File: src/rtl/xor_cipher_pkg.sv
// xor_cipher_pkg: shared FSM states, default key length and widths for the XOR key scheduler
package xor_cipher_pkg;
  typedef enum logic [1:0] {S_NOKEY, S_LOAD, S_RUN} state_t;
  localparam int KEY_BYTES_DEF = 4;
  localparam int BYTE_W = 8;
  localparam int CNT_W = 16;
  localparam int LEN_W = 4;
  localparam int IDX_W = 3;
endpackage

File: src/rtl/xor_key_store.sv
// xor_key_store: key byte array with write pointer (key_len) and rotating read index; ports clk/rst_n, restart/append/advance controls, wdata in, key_len/full/rd_key out
module xor_key_store
  import xor_cipher_pkg::*;
#(
  parameter int KEY_BYTES = KEY_BYTES_DEF
) (
  input  logic              clk,
  input  logic              rst_n,
  input  logic              restart,
  input  logic              append,
  input  logic              advance,
  input  logic [BYTE_W-1:0] wdata,
  output logic [LEN_W-1:0]  key_len,
  output logic              full,
  output logic [BYTE_W-1:0] rd_key
);
  logic [BYTE_W-1:0] key [8];
  logic [IDX_W-1:0]  rd_idx;
  assign full = key_len == LEN_W'(KEY_BYTES);
  assign rd_key = key[rd_idx];
  always_ff @(posedge clk or negedge rst_n) begin
    if (!rst_n) begin
      for (int i = 0; i < 8; i++) key[i] <= '0;
      key_len <= '0;
      rd_idx <= '0;
    end else if (restart) begin
      key[0] <= wdata;
      key_len <= LEN_W'(1);
      rd_idx <= '0;
    end else if (append) begin
      key[key_len[IDX_W-1:0]] <= wdata;
      key_len <= key_len + LEN_W'(1);
    end else if (advance) begin
      rd_idx <= ({1'b0, rd_idx} == key_len - LEN_W'(1)) ? '0 : rd_idx + IDX_W'(1);
    end
  end
endmodule

File: src/rtl/xor_key_sched.sv
// xor_key_sched: XOR byte cipher with in-band key loading; ports in_valid/in_ready/in_key/in_data upstream, out_valid/out_ready/out_data downstream, key_len/key_ovf/byte_cnt status
module xor_key_sched
  import xor_cipher_pkg::*;
#(
  parameter int KEY_BYTES = KEY_BYTES_DEF
) (
  input  logic              clk,
  input  logic              rst_n,
  input  logic              in_valid,
  output logic              in_ready,
  input  logic              in_key,
  input  logic [BYTE_W-1:0] in_data,
  output logic              out_valid,
  input  logic              out_ready,
  output logic [BYTE_W-1:0] out_data,
  output logic [LEN_W-1:0]  key_len,
  output logic              key_ovf,
  output logic [CNT_W-1:0]  byte_cnt
);
  state_t            state, state_nx;
  logic              key_acc, data_acc, in_load, restart, append, full;
  logic [BYTE_W-1:0] rd_key;
  assign in_load = state == S_LOAD;
  assign in_ready = in_key || (state != S_NOKEY && (!out_valid || out_ready));
  assign key_acc = in_valid && in_key;
  assign data_acc = in_valid && !in_key && in_ready;
  assign restart = key_acc && !in_load;
  assign append = key_acc && in_load && !full;
  xor_key_store #(.KEY_BYTES(KEY_BYTES)) u_store (
    .clk    (clk),
    .rst_n  (rst_n),
    .restart(restart),
    .append (append),
    .advance(data_acc),
    .wdata  (in_data),
    .key_len(key_len),
    .full   (full),
    .rd_key (rd_key)
  );
  always_comb state_nx = key_acc ? S_LOAD : data_acc ? S_RUN : state;
  always_ff @(posedge clk or negedge rst_n) begin
    if (!rst_n) state <= S_NOKEY;
    else state <= state_nx;
  end
  always_ff @(posedge clk or negedge rst_n) begin
    if (!rst_n) begin
      out_valid <= 1'b0;
      out_data <= '0;
      byte_cnt <= '0;
      key_ovf <= 1'b0;
    end else begin
      if (data_acc) begin
        out_valid <= 1'b1;
        out_data <= in_data ^ rd_key;
      end else if (out_ready) begin
        out_valid <= 1'b0;
      end
      if (restart) byte_cnt <= '0;
      else if (data_acc && byte_cnt != '1) byte_cnt <= byte_cnt + CNT_W'(1);
      if (key_acc && in_load && full) key_ovf <= 1'b1;
    end
  end
endmodule
File: config.mk
export PLATFORM = sky130hd
export DESIGN_NAME = xor_key_sched
export DESIGN_NICKNAME = d
export VERILOG_FILES = /design/src/rtl/xor_cipher_pkg.sv /design/src/rtl/xor_key_store.sv /design/src/rtl/xor_key_sched.sv
export SDC_FILE = /design/constraint.sdc
export NUM_CORES = 1
export LEC_CHECK = 0
export BUFFER_PORTS_ARGS = -buffer_cell sky130_fd_sc_hd__buf_2
export CORE_MARGIN = 5
export CORE_UTILIZATION = 46
export CTS_CLUSTER_DIAMETER = 100
export CTS_CLUSTER_SIZE = 20
export DETAILED_ROUTE_END_ITERATION = 10
export PLACE_DENSITY_LB_ADDON = 0.1
export SLEW_MARGIN = 10
export SYNTH_ARGS = -nofsm -noshare
export SYNTH_HDL_FRONTEND = slang
export SYNTH_SLANG_ARGS = --single-unit
File: constraint.sdc
create_clock -name clk -period 2.1 [get_ports clk]
set_input_delay 0.42 -clock clk [delete_from_list [all_inputs] [get_ports clk]]
set_output_delay 0.42 -clock clk [all_outputs]
set_load 0.02 [all_outputs]
# Word level (Yosys, flattened, before mapping)
# Cells that the tools add are included.
# word_totals
ramBits,0
mem_bits_ro,0
memories,0
output_inout_bits,31
latchBits,0
register_bits,99
# classes
shifts,0
bitwise_logic,4
muxes,20
reduce_logical,24
addsub,4
n_div,0
eq_ne,5
multipliers,0
magnitude_cmp,3
# op_table
op,n
$bwmux W64,1
$mux W64,1
$mux W16,2
$mux W8,4
$bmux W8 S3,1
$demux W8 S3,1
$add A16 B1 Y16 const B,1
$ne A16 B16 Y1 const B,1
$mux W3,4
$reduce_bool A2 Y1,6
$logic_and A1 B1 Y1,10
$ge A4 B4 Y1 const B,2
$mux W4,2
$not A3 Y4,2
$xor A8 B8 Y8,1
$add A4 B1 Y4 const B,1
$eq A3 B4 Y1,1
$eq A4 B3 Y1 const B,1
$logic_not A1 Y1,4
$lt A4 B1 Y1 const B,1
$mux W2,2
$reduce_and A2 Y1,2
$sub A4 B1 Y4 const B,1
$add A3 B1 Y3 const B,1
other kinds (5),7

# Depth between registers and ports, before layout
# Gate-level depths: netlist of the first run.
# logic_depth
word_depth,8
depth_mapped,8
ltp_nobuf,7

# Cells and area by module
# From an unflattened synthesis of the first run, not the netlist that was laid out.
# unflattened
cells_unflattened,373
hier_area_um2,4987.3
# by_module_without_submodules
module,instances,area_per_inst_um2,cells_per_inst
xor_key_store,1,3494.6,219
xor_key_sched,1,1492.7,154

# Worst setup path after synthesis of the first run
# No wires, ideal clock.
# synth_path
kind,register -> register
startpoint,register u_store.key_len[0]
endpoint,register u_store.rd_idx[2]
path_stages_with_launch,8
t_required_ps,2018
slack_ps,-121
t_arrival_ps,2139
synth_period_minus_slack_ps,2221
setup_time_ps,82
path_cell_list,dfrtp_1 > inv_1 > ha_1 > xnor2_1 > and4b_1 > o311ai_0 > nand4b_1 > a31oi_1
# synth_between
elab_chain_cells,6
word_cells_on_any_way,11
classes_between,add/sub: 1; eq/ne: 3; mux: 4; reduce/logical: 3
# synth_rtl
element,line,source
from (decl),xor_key_store.sv:13,"output logic [LEN_W-1:0] key_len,"
from (signal assigned),xor_key_store.sv:32,key_len <= key_len + LEN_W'(1);
$sub A4 B1 Y4,xor_key_store.sv:34,"rd_idx <= ({1'b0, rd_idx} == key_len - LEN_W'(1)) ? '0 : rd_idx + IDX_W'(1);"
$eq A3 B4 Y1,xor_key_store.sv:34,
$mux W3,xor_key_store.sv:34,
$mux W3,xor_key_store.sv:33,end else if (advance) begin
$mux W3,xor_key_store.sv:30,end else if (append) begin
$mux W3,xor_key_store.sv:26,end else if (restart) begin
to (signal assigned),xor_key_store.sv:34,
to (decl),xor_key_store.sv:18,logic [IDX_W-1:0] rd_idx;
# Several ways; a longest one is shown, not always the timed one. The select of a mux whose other input is x is not followed.
# A chain may end at the register's enable or synchronous reset.

# Final worst setup path of the first run
# layout_path
startpoint,register byte_cnt[4]
endpoint,register byte_cnt[13]
# layout_between
elab_chain_cells,3
word_cells_on_any_way,6
classes_between,add/sub: 1; eq/ne: 1; mux: 2; reduce/logical: 2
# layout_rtl
element,line,source
from (decl),xor_key_sched.sv:18,output logic [CNT_W-1:0] byte_cnt
from (signal assigned),xor_key_sched.sv:59,else if (data_acc && byte_cnt != '1) byte_cnt <= byte_cnt + CNT_W'(1);
$add A16 B1 Y16 / $ne A16 B16 Y1 (equally long branches),xor_key_sched.sv:59,
$mux W16 / $logic_and A1 B1 Y1 (equally long branches),xor_key_sched.sv:59,
$mux W16 / $reduce_bool A2 Y1 (equally long branches),--,
# Several ways; a longest one is shown, not always the timed one. The select of a mux whose other input is x is not followed.

==> metrics.txt, run 1 <==
status=finished clean; Top FF cell, synth=dfrtp_1; core area=10180 um^2; Post-Route WL=9929 um; Reg-to-Reg Start=byte_cnt[4]; Port Buf Inserts=43; initial antenna violation count=0; worst hold-check path type=in -> async; FP Rows=37; CP delay by family, top=simple AND/OR/NAND/NOR gates; slowest CP cell=or4_1; starting DRC count in detailed routing=137; leakage=2.614 nW; final setup violating endpoints=0; wire length on met3=311 um; met1 WL=about 4600 um; Max-Cap Viols=0; setup TNS=0 ps; Design Area, Final=5494 um^2; crit path cell chain=and4_4 -> nand2_4 -> or4_1 -> or3_1 -> a21oi_1; Chip Height=111.5 um; Max Clock Skew=approximately 14 ps; crit path max fanout=6; VDD IR max=roughly 380 uV; register area share after synthesis=0.5226; Final Wtd Congestion=0.7900; Worst path max stage delay=~600 ps; antenna-violating nets left=0; Via density=5.414; CTS tree=yes; ANT cells=0; Yosys Warn Count=0; Final Cycle Share=0.9406; vias in the first global route=3192; Clock Tree Buf Depth=2; CTS Hold Bufs=0; Clk Latency, worst-skew pair=360 ps; Via Count=about 3100; final hold slack=10.74 ps; DRC Markers=0; initial core utilization=0.4655; pin count of the biggest net entering global routing=47; #FFs+latches synth=99; Crit path required time=approximately 2400 ps; Distinct cells, synth=48; critical path capture point type=flip-flop; post-cts resize count=0; kind of critical path=reg -> reg; GRT Util Overall=0.1694; Seq pwr share=0.461; Layout area overhead=15.89%; asr flop ratio synth=1.000; Filler Cell Count=901; reg-to-reg setup timing slack=120 ps; H-tree depth=3; fraction of layout cells with a size suffix above 1=0.4165; CTS root buf=clkbuf_8; Register-to-Register Path Depth=5; Worst-Margin Slew=between 500 and 600 ps; number of detailed-route iterations in the first pass=5; Clock Power Share=0.199; metal2 WL=4899 um; I/O pin cnt=44; Syn Area/Cell=12.88 um^2; Mapped Cells=between 300 and 400; Die W=between 100 and 150 um; Crit. Startpoint=byte_cnt[4]; Die ar.=12440 um^2; NetSw=0.001982 W; Slew HR=0.6557; FF-to-FF End=byte_cnt[13]; Num CTS Buffers=9; internal power=between 0.003 and 0.004 W; WL/cell=17.33 um; Final #Nets=449; global-route wire length before repair=roughly 17000 um; Power per Cell Area=1078 nW/um^2; RSZ-0062 raised after global routing=no; Comb power frac=0.340; Synth Cell Area=4741 um^2; # Post-CTS Setup Buffers=0; GRT overflow=0; Design Power=0.005920 W; WP data arrival=2260 ps; Clock Pin Slew Worst Setup and Hold Paths=roughly 100 ps; crit start category=flip-flop; Hold Vio Cnt, Final=0; post-synthesis net count=about 390; Cell Area, Placed=5300 um^2; fmax=506.3 MHz; CTS sink count=99; Slew Limit Fails=0; number of synthesized flops with an enable pin=0; DP HPWL=7165 um; Buffers & Inverters on Critical Path=0; Tmin final=roughly 2000 ps; switching part of the total=0.3348; max layer used=met4
[cell families (layout without fill, tap and decap cells)]
| kind of cell | after synthesis | in the layout | synth area share |
|---|---|---|---|
| AND/OR/NAND/NOR | 95 | 95 | 0.1106 |
| XOR/XNOR | 17 | 17 | 0.03141 |
| multiplexers | 90 | 90 | 0.2491 |
| buffers and inverters | 26 | 95 | 0.02375 |
| adder cells (fa/ha/maj) | 4 | 4 | 0.01056 |
| AO/OA/AOI/OAI | 37 | 37 | 0.05199 |
| flip-flops | 99 | 99 | 0.5226 |
[sequential cells by signal, summed over array words and instances, names as in the netlist]
register / flops
u_store.key: 64
byte_cnt: 16
out_data: 8
u_store.key_len: 4
u_store.rd_idx: 3
state: 2
key_ovf: 1
out_valid: 1
[stage by stage]
| stage | std cells | util | setup slack [ps] |
|---|---|---|---|
| 2_1_floorplan | 368 | - | 5.256 |
| 4_1_cts | 573 | 0.5394 | 121.9 |
| 3_5_place_dp | 557 | 0.5204 | 60.26 |
| 6_report | 573 | 0.5394 | 124.7 |
| 3_3_place_gp | 557 | 0.5204 | 84.33 |
| 5_1_grt | 573 | 0.5394 | 27.25 |
[power by group through the flow]
stage	registers (W)	clock network [W]	logic, W
3_5_place_dp	0.00276	0	0.00205
5_1_grt	0.00279	0.00131	0.00223
3_3_place_gp	0.00274	0	0.00201
4_1_cts	0.00273	0.00123	0.00206
2_1_floorplan	0.00282	0	0.00132
6_report	0.00273	0.00118	0.00201
[layout make-up]
type                            count  area, um^2  area share
Sequential cell                    99        2477      0.4509
Multi-Input combinational cell    243        2151      0.3915
Timing Repair Buffer               76       490.5     0.08927
Tap cell                          136       170.2     0.03097
Clock buffer                       10       137.6     0.02505
Clock inverter                      6       56.30     0.01025
Inverter                            3       11.26    0.002050
[synth_stat cells (3+ instances only)]
master	instances	area, um^2
clkbuf_1	11	41.29
xor2_1	11	96.34
buf_2	12	60.06
mux2_2	64	720.7
dfrtp_1	99	2477
nand3_1	17	85.08
o31ai_1	3	22.52
xnor2_1	6	52.55
nand2_1	30	112.6
ha_1	4	50.05
or3_1	6	37.54
nand2b_1	3	18.77
nor2_1	10	37.54
mux4_2	16	360.4
nand4_1	3	18.77
o21ai_0	14	70.07
mux2i_1	10	100.1
inv_1	3	11.26
a21oi_1	7	35.03
[placed cells by master (no fill, tap or decap), types with 2 or more instances in the layout]
master    instances
nand2_1          30
mux2i_1          10
nor2b_1           2
nor4_1            2
a21oi_1           7
xnor2_1           6
nand2b_1          3
or4_1             2
nor2_1           10
inv_8             2
and4b_1           2
o211ai_1          2
a31oi_1           2
or3_1             6
dfrtp_1          99
clkbuf_8         10
inv_1             3
buf_2            42
buf_4            32
nand4_1           3
clkinv_4          2
mux2_2           64
o31ai_1           3
o21bai_1          2
nand3b_1          2
ha_1              4
nor3_1            2
o21ai_0          14
mux4_2           16
buf_12            2
xor2_1           11
nand3_1          17
[worst max path at each step]
| stage | end | depth (start not counted) | slack [ps] |
|---|---|---|---|
| 6_report | byte_cnt[13] | 5 | 120 |
| 5_1_grt | byte_cnt[13] | 5 | 30 |
| 4_1_cts | byte_cnt[11] | 6 | 120 |
| 3_5_place_dp | byte_cnt[13] | 6 | 60 |
| 3_3_place_gp | byte_cnt[13] | 6 | 80 |
| 2_1_floorplan | u_store.key[16] | 6 | 5 |
[layer usage]
layer  vias to the layer above  GRT usage
met1                      1557     0.2309
met4                         0    0.05191
li1                       1478          -
met3                         9    0.02609
met5                         -          0
met2                        58     0.2815
Note: power is estimated with default switching activity, not from simulation.
==> run 2, diff against run 1 <==
--- a/config.mk
+++ b/config.mk
@@ -12,6 +12,7 @@
 export CTS_CLUSTER_SIZE = 20
 export DETAILED_ROUTE_END_ITERATION = 10
 export PLACE_DENSITY_LB_ADDON = 0.1
+export SETUP_SLACK_MARGIN = 0.5
 export SLEW_MARGIN = 10
 export SYNTH_ARGS = -nofsm -noshare
 export SYNTH_HDL_FRONTEND = slang
==> run 2 against run 1 <==
Compared with the run above:
- combinational power grew 49%
- hold slack better by 320 ps
- non-clock buffer count up 36
- clock skew decreased by 1.4 ps
- clock power is 10% higher
- die area unchanged
- register-to-register slack gained 130 ps
- critical path type unchanged
- largest power group is now combinational cells
- highest routed layer unchanged
==> metrics.txt, run 2 (synthesized netlist as in run 1, its figures left out) <==
number of detailed-route iterations in the first pass=4; ANT cells=0; Chip Height=111.5 um; Max-Cap Viols=0; setup TNS=0 ps; WP data arrival=2160 ps; VDD IR max=between 500 and 600 uV; wire length on met3=479 um; internal power=0.004672 W; Tmin final=1849 ps; kind of critical path=reg -> reg; crit path max fanout=6; Layout area overhead=36.79%; RSZ-0062 raised after global routing=yes; final hold slack=roughly 330 ps; global-route wire length before repair=19460 um; CTS tree=yes; Top Registers=u_store.key x64, byte_cnt x16, out_data x8; initial core utilization=0.4655; WL/cell=20.32 um; crit start category=flip-flop; GRT overflow=0; final setup violating endpoints=0; Comb power frac=0.423; Via density=5.575; vias in the first global route=3533; core area=between 10000 and 15000 um^2; fmax=approximately 540 MHz; Post-Route WL=roughly 12000 um; Final #Nets=485; Slew HR=0.6735; Final Wtd Congestion=0.7360; Die W=111.5 um; critical path capture point type=flip-flop; FP Rows=37; Clk Latency, worst-skew pair=380 ps; worst hold-check path type=in -> reg; Most flops, register=u_store.key; initial antenna violation count=0; Port Buf Inserts=43; I/O pin cnt=44; starting DRC count in detailed routing=172; fraction of layout cells with a size suffix above 1=0.5729; Clock Tree Buf Depth=2; DRC Markers=0; commonest non-fill, non-tap cell in the layout=dfrtp_1; DP HPWL=7108 um; leakage=approximately 3.0 nW; status=finished clean; Num CTS Buffers=9; Hold Vio Cnt, Final=0; CTS root buf=clkbuf_8; Worst-Margin Slew=489.8 ps; GRT Util Overall=0.2024; NetSw=0.002416 W; metal2 WL=6069 um; commonest cells after routing, fill and taps aside=dfrtp_1, mux2_4, buf_4; pin count of the biggest net entering global routing=37; Final Cycle Share=0.8806; Power per Cell Area=1093 nW/um^2; antenna-violating nets left=0; met1 WL=5550 um; Via Count=3395; H-tree depth=3; Clock Pin Slew Worst Setup and Hold Paths=100 ps; Crit path required time=2410 ps; Finished Core Util=0.6367; Max Clock Skew=roughly 12 ps; switching part of the total=0.3409; Slew Limit Fails=0; max reg flops=64; Seq pwr share=0.393; CTS sink count=99; Clock Power Share=0.184; Die ar.=12440 um^2; max layer used=met4
-- run 2: changes by cell type in the layout (fill, tap and decap cells not counted), moves of 5 or more --
cell	before	now
buf_12	2	7
buf_4	32	43
buf_6	0	19
dfrtp_1	99	86
dfrtp_2	0	13
mux2_2	64	17
mux2_4	0	47
nand3_1	17	12
o21ai_0	14	3
o21ai_1	0	8
or3_4	0	5
-- run 2: final cells by class --
cell class                      count  area (um^2)
Clock buffer                        9        123.9
Timing Repair Buffer              112        974.7
Inverter                            3        16.27
Fill cell                         765         3700
Sequential cell                    99         2494
Multi-Input combinational cell    243         2624
Clock inverter                      7        82.58
Tap cell                          136        170.2
-- run 2: path summary, 6_finish.rpt --
| kind | end | slack (ps) | depth (start not counted) | from |
|---|---|---|---|---|
| worst max-delay path | byte_cnt[11] | 250 | 5 | byte_cnt[6] |
| max in group asynchronous | u_store.key[14] | 950 | 3 | rst_n |
| worst min register to register | key_ovf | 480 | 1 | key_ovf |
| worst min-delay path | out_valid | 330 | 3 | out_ready |
| worst max register to register | byte_cnt[11] | 250 | 5 | byte_cnt[6] |
| min in group asynchronous | byte_cnt[11] | 540 | 2 | rst_n |
-- run 2: critical path, cell delays in order (launching register included) --
cell	delay, ps
dfrtp_2	390
and4_4	270
nand2_4	70
or4_4	570
or3_1	330
a21oi_1	140
-- run 2: timing repair --
action,in CTS,in global routing
buffers inserted,29,15
cloned,3,0
endpoints found under the hold margin,13,0
hold buffers,1,0
resized for setup,50,50
pin swaps,20,18
setup endpoints to repair,91,94
-- run 2: through the flow --
stage	total power, W	cell area [um^2]	std cells	setup slack, ps
after detailed placement	0.005082	5466	545	132.4
after global routing	0.007477	6485	609	217.0
after global placement	0.005025	5466	545	170.2
final	0.007088	6485	609	250.8
after CTS	0.006869	6186	594	257.2
after floorplan	0.004470	5022	368	201.3
-- run 2: routing by layer --
metal  global-route usage  vias up
met5                    0        -
met4              0.09489        0
met3              0.04076       23
met2               0.3273       93
met1               0.2630     1735
li1                     -     1544
-- run 2: power groups by stage --
| stage | logic, W | clock network, W | registers (W) |
|---|---|---|---|
| after floorplan | 0.00161 | 0 | 0.00286 |
| final | 0.00300 | 0.00130 | 0.00279 |
| after global placement | 0.00220 | 0 | 0.00282 |
| after global routing | 0.00321 | 0.00141 | 0.00286 |
| after CTS | 0.00277 | 0.00134 | 0.00277 |
| after detailed placement | 0.00225 | 0 | 0.00283 |
==> run 3, diff against run 2 <==
--- a/config.mk
+++ b/config.mk
@@ -6,6 +6,7 @@
 export NUM_CORES = 1
 export LEC_CHECK = 0
 export BUFFER_PORTS_ARGS = -buffer_cell sky130_fd_sc_hd__buf_2
+export CORE_ASPECT_RATIO = 1.75
 export CORE_MARGIN = 5
 export CORE_UTILIZATION = 46
 export CTS_CLUSTER_DIAMETER = 100
==> run 3 against run 2 <==
Compared with the run above:
- register-to-register slack improved by 20 ps
- final area up 1.6%
- clock-buffer cell count rose by 3
- largest cell class unchanged
- clock skew decreased by 4.5 ps
- core utilization increased by 1.0 points
- hold slack gained 66 ps
- sequential power hardly changed
- clock power up 36%
==> metrics.txt, run 3 (synthesized netlist as in run 1, its figures left out) <==
final setup violating endpoints=0; Final Cycle Share=0.8704; Power per Cell Area=1141 nW/um^2; fmax=547.1 MHz; GRT Util Overall=0.1989; core area=roughly 10000 um^2; initial antenna violation count=0; number of detailed-route iterations in the first pass=4; Register-to-Register Path Depth=6; Hold Vio Cnt, Final=0; commonest non-fill, non-tap cell in the layout=dfrtp_1; kind of critical path=reg -> reg; antenna-violating nets left=0; FP Rows=49; Clock Tree Buf Depth=2; Slew Limit Fails=0; hold path start=out_ready; CTS tree=yes; Reg-to-Reg Start=byte_cnt[1]; Worst path max stage delay=530 ps; Chip Height=roughly 140 um; Post-Route WL=11880 um; Worst-Margin Slew=between 300 and 400 ps; DRC Markers=0; slowest CP cell=or4_4; Most flops, register=u_store.key; commonest cells after routing, fill and taps aside=dfrtp_1, mux2_4, buf_4; RSZ-0062 raised after global routing=yes; reg-to-reg setup timing slack=270 ps; Min-Delay Path Depth=3; CTS root buf=clkbuf_16; Max-Cap Viols=0; crit path max fanout=6; starting DRC count in detailed routing=169; crit start category=flip-flop; WL/cell=19.97 um; Clk Latency, worst-skew pair=340 ps; pin count of the biggest net entering global routing=59; Die ar.=12520 um^2; Via density=5.640; WP data arrival=approximately 2100 ps; leakage=roughly 3 nW; Max Clock Skew=between 7 and 8 ps; Tmin final=1828 ps; Clock Pin Slew Worst Setup and Hold Paths=~70 ps; fraction of layout cells with a size suffix above 1=0.5705; Hold EP=out_valid; initial core utilization=0.4658; GRT overflow=0; Port Buf Inserts=43; VDD IR max=between 600 and 700 uV; FF-to-FF End=byte_cnt[13]; max reg flops=64; Die W=between 80 and 90 um; Top Registers=u_store.key x64, byte_cnt x16, out_data x8; crit path cell chain=ha_4 -> nand3_4 -> nor3_4 -> or4_4 -> or3_1 -> a21oi_1; CTS sink count=99; Final Wtd Congestion=0.7906; Finished Core Util=0.6472; setup TNS=0 ps; Crit path required time=approximately 2400 ps; Filler Cell Count=747; global-route wire length before repair=18880 um; status=finished clean; Final #Nets=480; H-tree depth=3; Via Count=roughly 3400; Slew HR=0.7571; critical path capture point type=flip-flop; ANT cells=0; I/O pin cnt=44; Num CTS Buffers=9; Layout area overhead=38.93%; vias in the first global route=3593; worst hold-check path type=in -> reg; DP HPWL=7558 um
## run 3: cell types whose count changed in the layout (fill, tap and decap cells not counted), moves of 3 or more
cell / change
mux2i_1: -3
o21ai_2: -3
mux2i_2: +3
mux2_4: -3
mux2_2: +3
buf_6: -5
clkbuf_8: -8
clkbuf_16: +10
## run 3: per-stage QoR
stage	power [W]	area [um^2]	hold slack (ps)	std cells	worst slack [ps]
after detailed placement	0.005095	5443	319.6	536	135.9
final	0.007516	6586	400.3	595	272.2
after global routing	0.007915	6586	415.3	595	198.7
after global placement	0.005021	5443	315.9	536	165.3
after CTS	0.007355	6279	377.2	583	280.5
after floorplan	0.004470	5022	124.4	368	201.3
## run 3: what timing repair did
| action | CTS | global route |
|---|---|---|
| buffers inserted | 27 | 11 |
| endpoints found under the hold margin | 18 | 0 |
| hold buffers | 1 | 0 |
| pin swaps | 12 | 22 |
| setup endpoints to repair | 89 | 84 |
| gates resized for setup | 58 | 41 |
| cloned | 3 | 1 |
## run 3: critical path: cells and delay by family (launching register included)
kind | cells | cell delay, ps
fa+ha+maj | 1 | 190
compound gates | 1 | 140
simple gates | 4 | 990
flops | 1 | 440
## run 3: area by class of cell
| type | count | area [um^2] | area share |
|---|---|---|---|
| repair buffers | 107 | 923.4 | 0.1402 |
| clock buffers | 12 | 246.5 | 0.03742 |
| multi-input cells | 243 | 2673 | 0.4058 |
| flip-flops and latches | 99 | 2495 | 0.3788 |
| clock inverters | 4 | 73.82 | 0.01121 |
| well taps | 127 | 158.9 | 0.02413 |
| inverters | 3 | 16.27 | 0.002470 |
## run 3: how the worst max path moves through the flow
stage                             startpoint           endpoint  slack, ps  depth (start not counted)
after floorplan                  byte_cnt[3]       byte_cnt[11]        200                          6
after global placement                in_key       byte_cnt[12]        170                          6
after detailed placement              in_key       byte_cnt[12]        140                          6
after CTS                        byte_cnt[5]       byte_cnt[13]        280                          5
after global routing      u_store.key_len[0]  u_store.rd_idx[2]        200                          7
final                            byte_cnt[1]       byte_cnt[13]        270                          6
## run 3: layer usage
metal	wire, um	share of wire	vias to the layer above	global-route usage
met3	322	0.027	22	0.03079
met5	0	0	-	0
met4	338	0.028	0	0.09195
li1	-	-	1531	-
met1	4771	0.40	1740	0.2257
met2	6448	0.54	63	0.3612
## run 3: where the power goes
group	internal (W)	total, W	switching, W
Clock	0.00108	0.00177	0.000695
Combinational	0.00166	0.00296	0.00130
Sequential	0.00243	0.00278	0.000355
